==> src/rtl/alu_byte_master.sv <==
// rtl/alu_byte_master.sv - Byte-serial master that feeds two 32-bit operands to an 8-bit ALU and collects a 32-bit result
// Optional WAIT_DONE timeout enabled by defining ALU_MASTER_TIMEOUT_EN.
module alu_byte_master #(
    parameter int TIMEOUT_CYCLES = 16
) (
    input  logic        clk,
    input  logic        rst_n,
    input  logic        req_valid,
    output logic        req_ready,
    input  logic [31:0] op_a,
    input  logic [31:0] op_b,
    input  logic        op_sub,
    output logic        resp_valid,
    input  logic        resp_ready,
    output logic [31:0] result,
    output logic        err,
    output logic        alu_start,
    output logic        alu_opcode,
    output logic [7:0]  alu_in,
    input  logic        alu_done,
    input  logic [7:0]  alu_out
);

    typedef enum logic [2:0] {IDLE, START, SEND, WAIT_DONE, RECV, RESP} state_t;

    state_t      state, state_n;
    logic [63:0] opnd, opnd_n;          // {op_b, op_a}, sent LSB byte first
    logic [2:0]  idx, idx_n;
    logic [1:0]  cnt, cnt_n;
    logic        req_ready_n, resp_valid_n, err_n, alu_start_n, alu_opcode_n;
    logic [31:0] result_n;
    logic [7:0]  alu_in_n;

    if (TIMEOUT_CYCLES < 1) begin : g_bad_cfg
        $error("TIMEOUT_CYCLES must be at least 1");
    end

`ifdef ALU_MASTER_TIMEOUT_EN
    localparam int TW = $clog2(TIMEOUT_CYCLES) + 1;
    logic [TW-1:0] tcnt, tcnt_n;
`endif

    always_ff @(posedge clk or negedge rst_n) begin
        if (!rst_n) begin
            state      <= IDLE;
            opnd       <= '0;
            idx        <= '0;
            cnt        <= '0;
            req_ready  <= 1'b1;
            resp_valid <= 1'b0;
            err        <= 1'b0;
            result     <= '0;
            alu_start  <= 1'b0;
            alu_opcode <= 1'b0;
            alu_in     <= '0;
`ifdef ALU_MASTER_TIMEOUT_EN
            tcnt       <= '0;
`endif
        end else begin
            state      <= state_n;
            opnd       <= opnd_n;
            idx        <= idx_n;
            cnt        <= cnt_n;
            req_ready  <= req_ready_n;
            resp_valid <= resp_valid_n;
            err        <= err_n;
            result     <= result_n;
            alu_start  <= alu_start_n;
            alu_opcode <= alu_opcode_n;
            alu_in     <= alu_in_n;
`ifdef ALU_MASTER_TIMEOUT_EN
            tcnt       <= tcnt_n;
`endif
        end
    end

    always_comb begin
        state_n      = state;
        opnd_n       = opnd;
        idx_n        = idx;
        cnt_n        = cnt;
        resp_valid_n = resp_valid;
        err_n        = err;
        result_n     = result;
        alu_start_n  = 1'b0;
        alu_opcode_n = alu_opcode;
        alu_in_n     = alu_in;
`ifdef ALU_MASTER_TIMEOUT_EN
        tcnt_n       = tcnt;
`endif
        case (state)
            IDLE: begin
                if (req_valid && req_ready) begin
                    opnd_n       = {op_b, op_a};
                    alu_opcode_n = op_sub;
                    alu_start_n  = 1'b1;
                    state_n      = START;
                end
            end
            START: begin
                idx_n    = '0;
                alu_in_n = opnd[7:0];
                state_n  = SEND;
            end
            SEND: begin
                if (idx == 3'd7) begin
                    state_n = WAIT_DONE;
`ifdef ALU_MASTER_TIMEOUT_EN
                    tcnt_n  = '0;
`endif
                end else begin
                    idx_n    = idx + 3'd1;
                    alu_in_n = opnd[{idx + 3'd1, 3'b000} +: 8];
                end
            end
            WAIT_DONE: begin
                if (alu_done) begin
                    cnt_n   = '0;
                    state_n = RECV;
                end
`ifdef ALU_MASTER_TIMEOUT_EN
                else if (tcnt == TW'(TIMEOUT_CYCLES - 1)) begin
                    result_n     = '0;
                    err_n        = 1'b1;
                    resp_valid_n = 1'b1;
                    state_n      = RESP;
                end else begin
                    tcnt_n = tcnt + 1'b1;
                end
`endif
            end
            RECV: begin
                result_n[{cnt, 3'b000} +: 8] = alu_out;
                if (cnt == 2'd3) begin
                    resp_valid_n = 1'b1;
                    err_n        = 1'b0;
                    state_n      = RESP;
                end else begin
                    cnt_n = cnt + 2'd1;
                end
            end
            RESP: begin
                if (resp_ready) begin
                    resp_valid_n = 1'b0;
                    state_n      = IDLE;
                end
            end
            default: state_n = IDLE;
        endcase
        req_ready_n = (state_n == IDLE);
    end

endmodule

==> config.mk <==
export PLATFORM = sky130hd
export DESIGN_NAME = alu_byte_master
export DESIGN_NICKNAME = d
export VERILOG_FILES = /design/src/rtl/alu_byte_master.sv
export SDC_FILE = /design/constraint.sdc
export NUM_CORES = 1
export LEC_CHECK = 0
export BUFFER_PORTS_ARGS = -buffer_cell sky130_fd_sc_hd__buf_2
export CORE_ASPECT_RATIO = 1.4
export CORE_MARGIN = 1.5
export CORE_UTILIZATION = 28
export CTS_BUF_LIST = sky130_fd_sc_hd__clkbuf_16
export DETAILED_ROUTE_END_ITERATION = 16
export SLEW_MARGIN = 15
export SYNTH_ARGS = -nofsm -noshare
export SYNTH_HDL_FRONTEND = slang
export SYNTH_SLANG_ARGS = --single-unit
==> constraint.sdc <==
create_clock -name clk -period 1.7 [get_ports clk]
set_clock_uncertainty 0.1 [all_clocks]
set_input_delay 0 -clock clk [delete_from_list [all_inputs] [get_ports clk]]
set_output_delay 0 -clock clk [all_outputs]
set_load 0.05 [all_outputs]
* Yosys cells after proc, flatten, opt, wreduce, memory -nomap -nowiden
Index checks and enable logic that the tools add are counted.
** Operators by class
- $add $sub $neg :: 3
- Eq/ne operators :: 12
- Shifts and indexed selects :: 3
- Multiplexer cells :: 19
- Reductions and logical operators :: 10
** Operators by type and width (count)
- variable part select 64 x 7 -> 8 bit :: 1
- bitwise mux 32 bit :: 1
- variable shift 8 x 7 -> 32 bit (first input constant) :: 1
- variable part select 8 x 7 -> 32 bit :: 1
- two-way mux 3 bit :: 6
- case mux 3 bit (6 select lines) :: 1
- case mux 8 bit (2 select lines) :: 1
- != test 2 bit (second input constant) :: 5
- equality test 3 bit (second input constant) :: 3
- two-way mux 8 bit :: 1
- negation 5 -> 7 bit :: 1
- equality test 3 x 2 -> 1 bit (second input constant) :: 2
- zero test 3 bit :: 2
- case mux 3 bit (2 select lines) :: 1
- AND reduction 3 bit :: 2
- nonzero test 2 bit :: 3
- two-way mux 1 bit :: 4
- two-way mux 2 bit :: 2
- case mux 2 bit (2 select lines) :: 1
- AND reduction 2 bit :: 2
- adder 3 x 1 -> 3 bit (second input constant) :: 1
- equality test 3 x 1 -> 1 bit (second input constant) :: 1
- adder 2 x 1 -> 2 bit (second input constant) :: 1
- equality test 2 bit (second input constant) :: 1
- 2 further kinds :: 2
** Word-level totals
- Register bits :: 116
- Input port bits :: 78
- Output and inout bits :: 45

* Depth between registers and ports, before layout
Gate-level depths: netlist of run 1.
- Depth in word-level cells :: 4
- Depth in mapped cells :: 7
- Mapped depth without buffers :: 5

* Least setup slack after synthesis of run 1
Ideal clock, no wire load.
- Path type :: register -> register
- Start :: register req_ready
- End :: register opnd[10]
- Library setup time :: 0.125 ns
- Arrival :: 1.626 ns
- Path slack :: -0.151 ns
- Cell stages (with the launch flop) :: 6
- Path buffers :: 2
- Path through :: dfstp_2 nand2_1 and2b_4 buf_8 buf_12 mux2_4
** On the way
- Longest elaborated chain between the ends :: 2
** RTL lines
- start, declared :: line 9 : output logic req_ready,
- start signal, assigned :: line 64 : req_ready <= req_ready_n;
- logical AND 1 bit :: line 93 : if (req_valid && req_ready) begin
- AND reduction 2 bit (no line)
- end signal, assigned :: line 61 : opnd <= opnd_n;
- end, declared :: line 27 : logic [63:0] opnd, opnd_n;
Every way passes these cells.
A chain may end at the register's enable or synchronous reset.

* Final worst setup path of run 1
- Start :: register idx[0]
- End :: register alu_in[0]
** On the way
- Longest elaborated chain between the ends :: 4
- Elaborated cells between the ends (all ways) :: 7
- Those cells by class :: 1 x add/sub; 2 x eq/ne; 1 x shift; 2 x mux; 1 x reduce/logical
** RTL lines
- start, declared :: line 28 : logic [2:0] idx, idx_n;
- start signal, assigned :: line 62 : idx <= idx_n;
- adder 3 x 1 -> 3 bit :: line 113 : alu_in_n = opnd[{idx + 3'd1, 3'b000} +: 8];
- variable part select 64 x 7 -> 8 bit :: line 113
- two-way mux 8 bit :: line 106 : if (idx == 3'd7) begin
- case mux 8 bit (2 select lines) :: line 91 : case (state)
- end signal, assigned :: line 70 : alu_in <= alu_in_n;
- end, declared :: line 19 : output logic [7:0] alu_in,
Parallel ways exist; a longest one is shown, timed or not. The select of a mux whose other input is x is not followed.

==> results of run 1 <==
-- final cells by class --
type,instances,share of cell area [%]
clock buffers,17,5.09
clock inverters,15,1.42
inverters,14,0.629
multi-input cells,260,31.1
flip-flops and latches,116,34.8
well taps,248,3.71
repair buffers,245,23.3
-- critical path: stages (launching register included) --
cell	delay (ns)
dfrtp_2	0.44
ha_4	0.32
buf_4	0.12
mux4_2	0.31
a22oi_2	0.23
a32oi_2	0.13
-- report_power, final --
part           total [W]  leakage (nW)  switching (W)  internal, W
registers        0.00507          1.33       0.000965      0.00411
logic            0.00897          2.19        0.00459      0.00439
clock network    0.00327         0.267        0.00129      0.00199
total             0.0173          3.79        0.00684       0.0105
-- sequential cells by signal, indices dropped and copies added, names as in the netlist --
| name | flops |
|---|---|
| resp_valid | 1 |
| idx | 3 |
| alu_in | 8 |
| req_ready | 1 |
| alu_opcode | 1 |
| result | 32 |
| alu_start | 1 |
| cnt | 2 |
| state | 3 |
| opnd | 64 |
-- synthesized netlist by cell type, types with 2 or more instances --
library cell  instances
dfrtp_1             115
nand2_1              69
o21ai_0              44
mux2_4               39
mux2_2               26
inv_1                14
buf_2                12
a22oi_1               9
a32oi_1               8
ha_1                  8
mux4_1                8
mux4_2                8
buf_12                5
buf_4                 5
nand4bb_1             4
nor2b_1               4
mux2i_1               3
nor3b_2               3
o2bb2ai_1             3
a21oi_1               2
a31oi_1               2
a32o_1                2
nor2_1                2
nor3b_1               2
-- cells by family (layout without fill, tap and decap cells) --
| logic type | count (synthesis) | count (layout) | share of synthesized area (%) |
|---|---|---|---|
| adder cells (fa/ha/maj) | 8 | 8 | 1.81 |
| multiplexers | 84 | 84 | 23.4 |
| buffers and inverters | 41 | 291 | 5.21 |
| AO/OA/AOI/OAI | 74 | 74 | 8.46 |
| other | 1 | 1 | 0.0676 |
| flip-flops | 116 | 116 | 52.4 |
| AND/OR/NAND/NOR | 93 | 93 | 8.64 |
-- routing by layer --
| layer | vias to the layer above | wire, µm |
|---|---|---|
| met2 | 138 | 8680 |
| li1 | 1968 | - |
| met3 | 23 | 612 |
| met5 | - | 0 |
| met4 | 0 | 266 |
| met1 | 2151 | 6230 |
-- metrics by stage --
| step | power [W] | instance area, µm² | std cells | setup WS (ns) | hold slack, ns |
|---|---|---|---|---|---|
| 2_1_floorplan | 0.0106 | 5620 | 417 | -0.149 | -0.396 |
| 3_3_place_gp | 0.0122 | 6540 | 786 | -0.0822 | -0.180 |
| 3_5_place_dp | 0.0125 | 6540 | 786 | -0.166 | -0.175 |
| 4_1_cts | 0.0166 | 8040 | 902 | -0.0804 | 0.0280 |
| 5_1_grt | 0.0182 | 8360 | 915 | -0.119 | 0.0515 |
| 6_report | 0.0173 | 8360 | 915 | -0.0728 | 0.0496 |
-- how the worst max path moves through the flow --
stage                                  to  slack, ns
floorplan            opnd[10]$_DFFE_PN0P_      -0.15
global placement    alu_in[1]$_DFFE_PN0P_      -0.08
detailed placement  alu_in[0]$_DFFE_PN0P_      -0.17
CTS                 alu_in[6]$_DFFE_PN0P_      -0.08
global route        alu_in[3]$_DFFE_PN0P_      -0.12
finish              alu_in[0]$_DFFE_PN0P_      -0.07
-- timing repair --
item	CTS	global route
pin swaps	5	10
buffers inserted	6	7
hold endpoints to repair	220	0
resized for setup	22	48
setup endpoints to repair	23	100
cloned	0	6
hold buffers	78	0
-- cells in the final DEF (no fill, tap or decap), types with 2 or more instances in the layout --
cell type	count
a22oi_2	7
nor2b_1	4
mux2_4	65
clkinvlp_4	4
nor3b_1	2
buf_12	9
dfrtp_1	114
buf_4	28
ha_1	4
dlygate4sd3_1	77
clkinv_2	5
buf_2	120
nor2_1	2
nand4bb_1	4
o2bb2ai_1	3
a32oi_1	4
inv_2	2
nor3b_4	3
clkbuf_16	21
a21oi_1	2
o21ai_0	35
inv_1	14
buf_6	4
mux4_2	13
mux4_1	3
clkinv_4	2
a32o_1	2
o21ai_1	4
ha_4	4
o21ai_2	5
mux2i_1	3
nand2_1	68
a22oi_1	3
a31oi_1	2
buf_8	2
a32oi_2	4
==> results_dict.tcl, run 1 <==
set metrics [dict create \
    worstRegToRegCells 5 \
    vias 4280 \
    status "finished, violations left" \
    grtUsageMet2_pct 27.9 \
    ys_seq_area_share_pct 52.4 \
    grt_pass1_vias 4426 \
    syn_area_um2 5540 \
    grt_pass1_wl_mm 23.6 \
    worst-path-max-fanout 4 \
    slew_violations 0 \
    drtPass1Iterations 4 \
    clock_path_buffers 2 \
    die_area_um2 20700 \
    grt_max_degree 78 \
    drive_above_1_share_pct 46.3 \
    grt_use_total_pct 15.1 \
    required_ns 1.88 \
    finalCoreUtilization_pct 43.3 \
    max_slew.worst_pin.slew_ns 0.954 \
    r2r_slack_ns -0.07 \
    post-route-period-util_pct 104 \
    synth.ff_latch_count 116 \
    cts_sinks 116 \
    htree_levels 4 \
    cp.arrival_ns 1.95 \
    fill_cells 1759 \
    final_nets 740 \
    violations "setup timing" \
    synth_area_leaders "dfrtp_1 (52%), mux2_4 (11%), mux2_2 (5.3%)" \
    core_area_um2 19300 \
    fmax_ghz 0.564 \
    p_leak_nw 3.79 \
    port_buffers 121 \
    cts_tree "built" \
    num_rows 60 \
    synth_top_area_share_pct 51.9 \
    die_h_um 169 \
    avgRoutedWirePerCell_um 17.3 \
    worstSkewPairLatency_ns 0.41 \
    hold_viol 0 \
    cts.clk_slew.worst_paths_ns 0.06 \
    crit_start "idx[0]$_DFFE_PN0P_" \
    drc 0 \
    cts_buffers 17 \
    drt_wl_total_mm 15.8 \
    crit_type "reg2reg" \
    relSlewSlack_pct 36.4 \
    vias_per_cell 4.68 \
    synthFlopType "dfrtp_1" \
    place.gp.congestion 0.802 \
    use_met3_pct 3.19 \
    avgSynthCellArea_um2 13.3 \
    rsz0062_at_grt "true" \
    die_w_um 122 \
    antenna_found_initial 0 \
    yosysTopAreaCell "dfrtp_1" \
    setup_viol 9 \
    yosys_warnings 0 \
    r2r_start "idx[0]$_DFFE_PN0P_" \
    dp.final_hpwl_mm 10.3 \
    reg2reg_to "alu_in[0]$_DFFE_PN0P_" \
    synth.net_count 503 \
    ios 123 \
    seqCellArea_um2 2910 \
    grt.busiest_layer "met2" \
    cp-end-kind "register" \
    multi_input_area_um2 2600 \
    synthToLayoutAreaGrowth_pct 50.8 \
    power_density_nw_per_um2 2070 \
    layout_min_cycle_time_ns 1.77 \
    timing.max_cap.violations 0 \
    syn_inst 417 \
    synth.distinct_cells 44 \
    synth_edf_count 0 \
    min_path_type "in2async" \
    tns_ns -0.416 \
    drtIter0Drc 222 \
    initial_core_util_pct 28.7 \
    irDropWorstVdd_mv 0.975 \
    antenna_cells 0 \
    ant_nets 0 \
    fin_ws_ns -0.0728 \
    gr-total-overflow 0 \
    cts_root_buf "clkbuf_16" \
    synthArstFlopShare_pct 100 \
    cp-start-kind "register" \
    met1_usage_pct 16.8 \
]
No activity file was read; power rests on OpenSTA's default activity.
==> run 2, diff against run 1 <==
--- a/config.mk
+++ b/config.mk
@@ -8,9 +8,12 @@
 export BUFFER_PORTS_ARGS = -buffer_cell sky130_fd_sc_hd__buf_2
 export CORE_ASPECT_RATIO = 1.4
 export CORE_MARGIN = 1.5
-export CORE_UTILIZATION = 28
+export CORE_UTILIZATION = 49
 export CTS_BUF_LIST = sky130_fd_sc_hd__clkbuf_16
 export DETAILED_ROUTE_END_ITERATION = 16
+export HOLD_SLACK_MARGIN = 0.05
+export PLACE_DENSITY = 0.76
+export RECOVER_POWER = 50
 export SLEW_MARGIN = 15
 export SYNTH_ARGS = -nofsm -noshare
 export SYNTH_HDL_FRONTEND = slang
==> results_dict.tcl, run 2 (same netlist as run 1, synthesis figures left out) <==
set metrics [dict create \
    top_register "opnd" \
    relSlewSlack_pct 52.7 \
    crit_chain "ha_4 -> ha_4 -> or3b_4 -> buf_4 -> o21ai_0 -> a32oi_1" \
    avgRoutedWirePerCell_um 23.3 \
    slowest_delay_ns 0.44 \
    cts.clk_slew.worst_paths_ns 0.06 \
    cp.arrival_ns 2.04 \
    die_w_um 92.9 \
    cts_sinks 116 \
    rsz0062_at_grt "true" \
    initial_core_util_pct 50.8 \
    critPathBufInv 1 \
    drive_above_1_share_pct 38.1 \
    violations "setup timing" \
    largest_registers "opnd x64, result x32, alu_in x8" \
    hp-start "op_a[30]" \
    cp-start-kind "register" \
    final_cell_mix "dfrtp_1 (114), dlygate4sd3_1 (79), buf_2 (76), nand2_1 (68), mux2_4 (65)" \
    ant_nets 0 \
    grt_use_total_pct 27.5 \
    synthToLayoutAreaGrowth_pct 48.1 \
    finalCoreUtilization_pct 75.2 \
    vias_per_cell 5.70 \
    antenna_found_initial 1 \
    dp.final_hpwl_mm 8.93 \
    die_area_um2 12000 \
    clock_path_buffers 2 \
    stdcell_count 811 \
    cts_root_buf "clkbuf_16" \
    timing.max_cap.violations 0 \
    drc 0 \
    fmax_ghz 0.531 \
    p_total_w 0.0180 \
    hold_viol 0 \
    cpLargestDelayFamily "flip-flops" \
    slew_violations 0 \
    required_ns 1.86 \
    worstSkewPairLatency_ns 0.41 \
    p_leak_nw 3.71 \
    num_rows 45 \
    core_area_um2 10900 \
    min_path_cells 3 \
    crit_type "reg2reg" \
    grt_pass1_vias 4654 \
    drtPass1Iterations 4 \
    port_buffers 121 \
    worst-path-max-fanout 8 \
    grt_max_degree 40 \
    cts_buffers 17 \
    r2r_start "idx[1]$_DFFE_PN0P_" \
    max_slew.worst_pin.slew_ns 0.712 \
    crit_top_cell "ha_4" \
    irDropWorstVdd_mv 1.54 \
    min_path_type "in2reg" \
    power_density_nw_per_um2 2190 \
    cp-end-kind "register" \
    placed_cells 678 \
    cpMaxStageDelayCell "dfrtp_1" \
    place.gp.congestion 0.798 \
    fin_ws_ns -0.182 \
    ios 123 \
    gr-total-overflow 0 \
    r2r_slack_ns -0.18 \
    htree_levels 4 \
    largest_register_ffs 64 \
    vias 4621 \
    grt_pass1_wl_mm 24.5 \
    cts_tree "built" \
    reg2reg_to "alu_in[7]$_DFFE_PN0P_" \
    die_h_um 129 \
    final_nets 744 \
    drt_wl_total_mm 18.9 \
    drtIter0Drc 374 \
    setup_viol 55 \
    final_common_cell "dfrtp_1" \
    min_to "opnd[30]$_DFFE_PN0P_" \
    post-route-period-util_pct 111 \
    status "finished, violations left" \
    worstRegToRegCells 6 \
    layout_min_cycle_time_ns 1.88 \
]
## run 2: area by class of cell
class / count / area (µm²)
tap: 141 / 176
fill: 637 / 2710
timing repair buffer: 249 / 1970
multi-input combinational: 260 / 2540
sequential: 116 / 2910
clock buffer: 17 / 425
clock inverter: 13 / 145
antenna: 1 / 2.50
inverter: 14 / 52.6
## run 2: worst max path at each step
stage	startpoint	to	slack [ns]	depth (start not counted)
3_5_place_dp	idx[0]$_DFFE_PN0P_	alu_in[6]$_DFFE_PN0P_	-0.17	4
4_1_cts	idx[0]$_DFFE_PN0P_	alu_in[0]$_DFFE_PN0P_	-0.06	6
3_3_place_gp	idx[0]$_DFFE_PN0P_	alu_in[6]$_DFFE_PN0P_	-0.10	4
5_1_grt	idx[1]$_DFFE_PN0P_	alu_in[7]$_DFFE_PN0P_	-0.25	6
2_1_floorplan	req_ready$_DFF_PN1_	opnd[10]$_DFFE_PN0P_	-0.15	5
6_report	idx[1]$_DFFE_PN0P_	alu_in[7]$_DFFE_PN0P_	-0.18	6
## run 2: metal layers
layer | part of all wire, % | routed length [µm] | vias to the layer above | track usage [%]
li1 | - | - | 1980 | -
met1 | 36 | 6740 | 2264 | 30.2
met2 | 51 | 9590 | 299 | 48.8
met3 | 7.4 | 1410 | 78 | 5.79
met4 | 6.1 | 1150 | 0 | 15.5
met5 | 0 | 0 | - | 0
## run 2: through the flow
stage                     hold slack (ns)  setup WS (ns)  TNS [ns]  instance area, µm²
after floorplan                    -0.396         -0.149     -7.47                5620
after global routing                0.265         -0.247     -4.12                8210
final                               0.258         -0.182     -2.53                8210
after global placement             -0.112         -0.101    -0.550                6390
after detailed placement           -0.104         -0.172     -1.90                6390
after CTS                           0.245        -0.0626     -1.13                7860
## run 2: worst reg2reg max path: stages (launching register included)
cell and delay, ns:
dfrtp_1 0.44, ha_4 0.19, ha_4 0.17, or3b_4 0.38
buf_4 0.18, o21ai_0 0.12, a32oi_1 0.16
## run 2: what timing repair did
| action | 4_1_cts | 5_1_grt |
|---|---|---|
| setup buffers | 6 | 10 |
| hold buffers | 79 | 0 |
| cloned | 0 | 7 |
| pin swaps | 14 | 9 |
| endpoints found under the setup margin | 60 | 97 |
| resized for setup | 23 | 51 |
| endpoints found under the hold margin | 219 | 0 |
## run 2: report_power, final
part / internal [W] / switching (W)
Clock: 0.00226 / 0.00129
Combinational: 0.00428 / 0.00493
Sequential: 0.00411 / 0.00111
Total: 0.0106 / 0.00732
==> run 3, diff against run 2 <==
--- a/config.mk
+++ b/config.mk
@@ -5,7 +5,7 @@
 export SDC_FILE = /design/constraint.sdc
 export NUM_CORES = 1
 export LEC_CHECK = 0
-export BUFFER_PORTS_ARGS = -buffer_cell sky130_fd_sc_hd__buf_2
+export BUFFER_PORTS_ARGS = -buffer_cell sky130_fd_sc_hd__clkbuf_2
 export CORE_ASPECT_RATIO = 1.4
 export CORE_MARGIN = 1.5
 export CORE_UTILIZATION = 49
==> results_dict.tcl, run 3 (same netlist as run 1, synthesis figures left out) <==
set metrics [dict create \
    status "finished, violations left" \
    violations "setup timing" \
    drt_wl_total_mm 18.1 \
    p_total_w 0.0176 \
    place.gp.congestion 0.779 \
    final_nets 741 \
    drtIter0Drc 320 \
    cts_sinks 116 \
    clock_path_buffers 2 \
    cts_root_buf "clkbuf_16" \
    antenna_cells 0 \
    antenna_found_initial 0 \
    power.internal_w 0.0104 \
    top_register "opnd" \
    synthToLayoutAreaGrowth_pct 47.9 \
    slew_violations 0 \
    hold_viol 0 \
    power_density_nw_per_um2 2150 \
    grt_pass1_vias 4677 \
    largest_register_ffs 64 \
    grt_use_total_pct 28.1 \
    design_area_um2 8200 \
    switching_share_pct 41.0 \
    p_leak_nw 3.72 \
    port_buffers 121 \
    die_area_um2 12000 \
    cp.arrival_ns 2.15 \
    cp-end-kind "register" \
    vias 4576 \
    vias_per_cell 5.66 \
    min_path_type "in2reg" \
    crit_type "reg2reg" \
    final_common_cell "dfrtp_1" \
    largest_registers "opnd x64, result x32, alu_in x8" \
    drtPass1Iterations 7 \
    worst-path-max-fanout 8 \
    worstSkewPairLatency_ns 0.41 \
    ant_nets 0 \
    relSlewSlack_pct 53.5 \
    gr-total-overflow 0 \
    htree_levels 4 \
    drc 0 \
    max_slew.worst_pin.slew_ns 0.701 \
    cts_buffers 17 \
    avgRoutedWirePerCell_um 22.4 \
    timing.max_cap.violations 0 \
    core_area_um2 10900 \
    fin_ws_ns -0.252 \
    cp-start-kind "register" \
    drive_above_1_share_pct 38.5 \
    die_w_um 92.9 \
    hold_slack_ns 0.265 \
    dp.final_hpwl_mm 8.90 \
    initial_core_util_pct 50.8 \
    die_h_um 129 \
    layout_min_cycle_time_ns 1.95 \
    clockPowerShare_pct 19.7 \
    cts_tree "built" \
    final_cell_mix "dfrtp_1 (113), dlygate4sd3_1 (79), clkbuf_2 (77), nand2_1 (68), mux2_4 (65)" \
    num_rows 45 \
    combPwrFrac_pct 51.1 \
    required_ns 1.89 \
    cts.clk_slew.worst_paths_ns 0.06 \
    setup_viol 63 \
    fmax_ghz 0.512 \
    irDropWorstVdd_mv 1.30 \
    sequentialPowerShare_pct 29.2 \
    grt_max_degree 40 \
    grt_pass1_wl_mm 24.7 \
    switchingPower_w 0.00723 \
    rsz0062_at_grt "true" \
    place_area_um2 6390 \
    post-route-period-util_pct 115 \
    ios 123 \
]
==> run 3: changes by cell type in the layout (fill, tap and decap cells not counted), moves of 3 or more <==
cell and delta:
buf_2 -76, o21ai_0 +4, clkinv_2 +3, buf_4 -3, o21ai_1 -4, clkbuf_2 +76
==> run 3: metal layers <==
| metal | global-route usage (%) | part of all wire, % | up-vias |
|---|---|---|---|
| met5 | 0 | 0 | - |
| met4 | 14.9 | 4.4 | 0 |
| met3 | 6.03 | 7.1 | 63 |
| met2 | 51.3 | 53 | 266 |
| met1 | 29.9 | 36 | 2266 |
| li1 | - | - | 1981 |
==> run 3: timing repair <==
| action | CTS | global route |
|---|---|---|
| hold buffers | 79 | 0 |
| endpoints found under the setup margin | 42 | 83 |
| buffers inserted | 6 | 5 |
| gates resized for setup | 12 | 59 |
| pin swaps | 12 | 8 |
| hold endpoints to repair | 219 | 0 |
| cloned | 1 | 8 |
==> run 3: cell type report <==
class | count | area (µm²)
well taps | 141 | 176
multi-input cells | 261 | 2560
clock inverters | 15 | 143
clock buffers | 17 | 425
flip-flops and latches | 116 | 2910
repair buffers | 245 | 1940
inverters | 14 | 52.6
fillers | 655 | 2720
==> run 3: per-stage QoR <==
stage               TNS (ns)  setup slack (ns)  std cells  utilization [%]
finish                 -3.43            -0.252        809             75.1
global placement      -0.535           -0.0966        678             58.5
global route           -5.85            -0.338        809             75.1
floorplan              -7.47            -0.149        417                -
CTS                    -1.01           -0.0836        796             71.9
detailed placement     -1.42            -0.143        678             58.5
==> run 3: worst paths after layout <==
kind	slack, ns	start	depth (start not counted)	endpoint
worst min register to register	0.38	result[22]$_DFFE_PN0P_	2	result[22]$_DFFE_PN0P_
worst max-delay path	-0.25	idx[0]$_DFFE_PN0P_	6	alu_in[4]$_DFFE_PN0P_
max in group asynchronous	0.17	rst_n	4	result[7]$_DFFE_PN0P_
min in group asynchronous	0.53	rst_n	3	opnd[4]$_DFFE_PN0P_
worst max register to register	-0.25	idx[0]$_DFFE_PN0P_	6	alu_in[4]$_DFFE_PN0P_
worst min-delay path	0.26	op_a[23]	3	opnd[23]$_DFFE_PN0P_
==> run 3: power by group through the flow <==
stage          Sequential (W)  Clock, W  Combinational (W)
3_5_place_dp          0.00496         0            0.00738
2_1_floorplan         0.00625         0            0.00438
3_3_place_gp          0.00491         0            0.00714
5_1_grt               0.00524   0.00364            0.00946
4_1_cts               0.00496   0.00346            0.00803
6_report              0.00516   0.00347            0.00902
==> run 3: worst max-delay path: stages (launching register included) <==
cell and delay [ns]:
dfrtp_2 0.44, ha_4 0.17, ha_4 0.28, nor4bb_4 0.24, buf_6 0.20, a22oi_2 0.10, a32oi_1 0.29
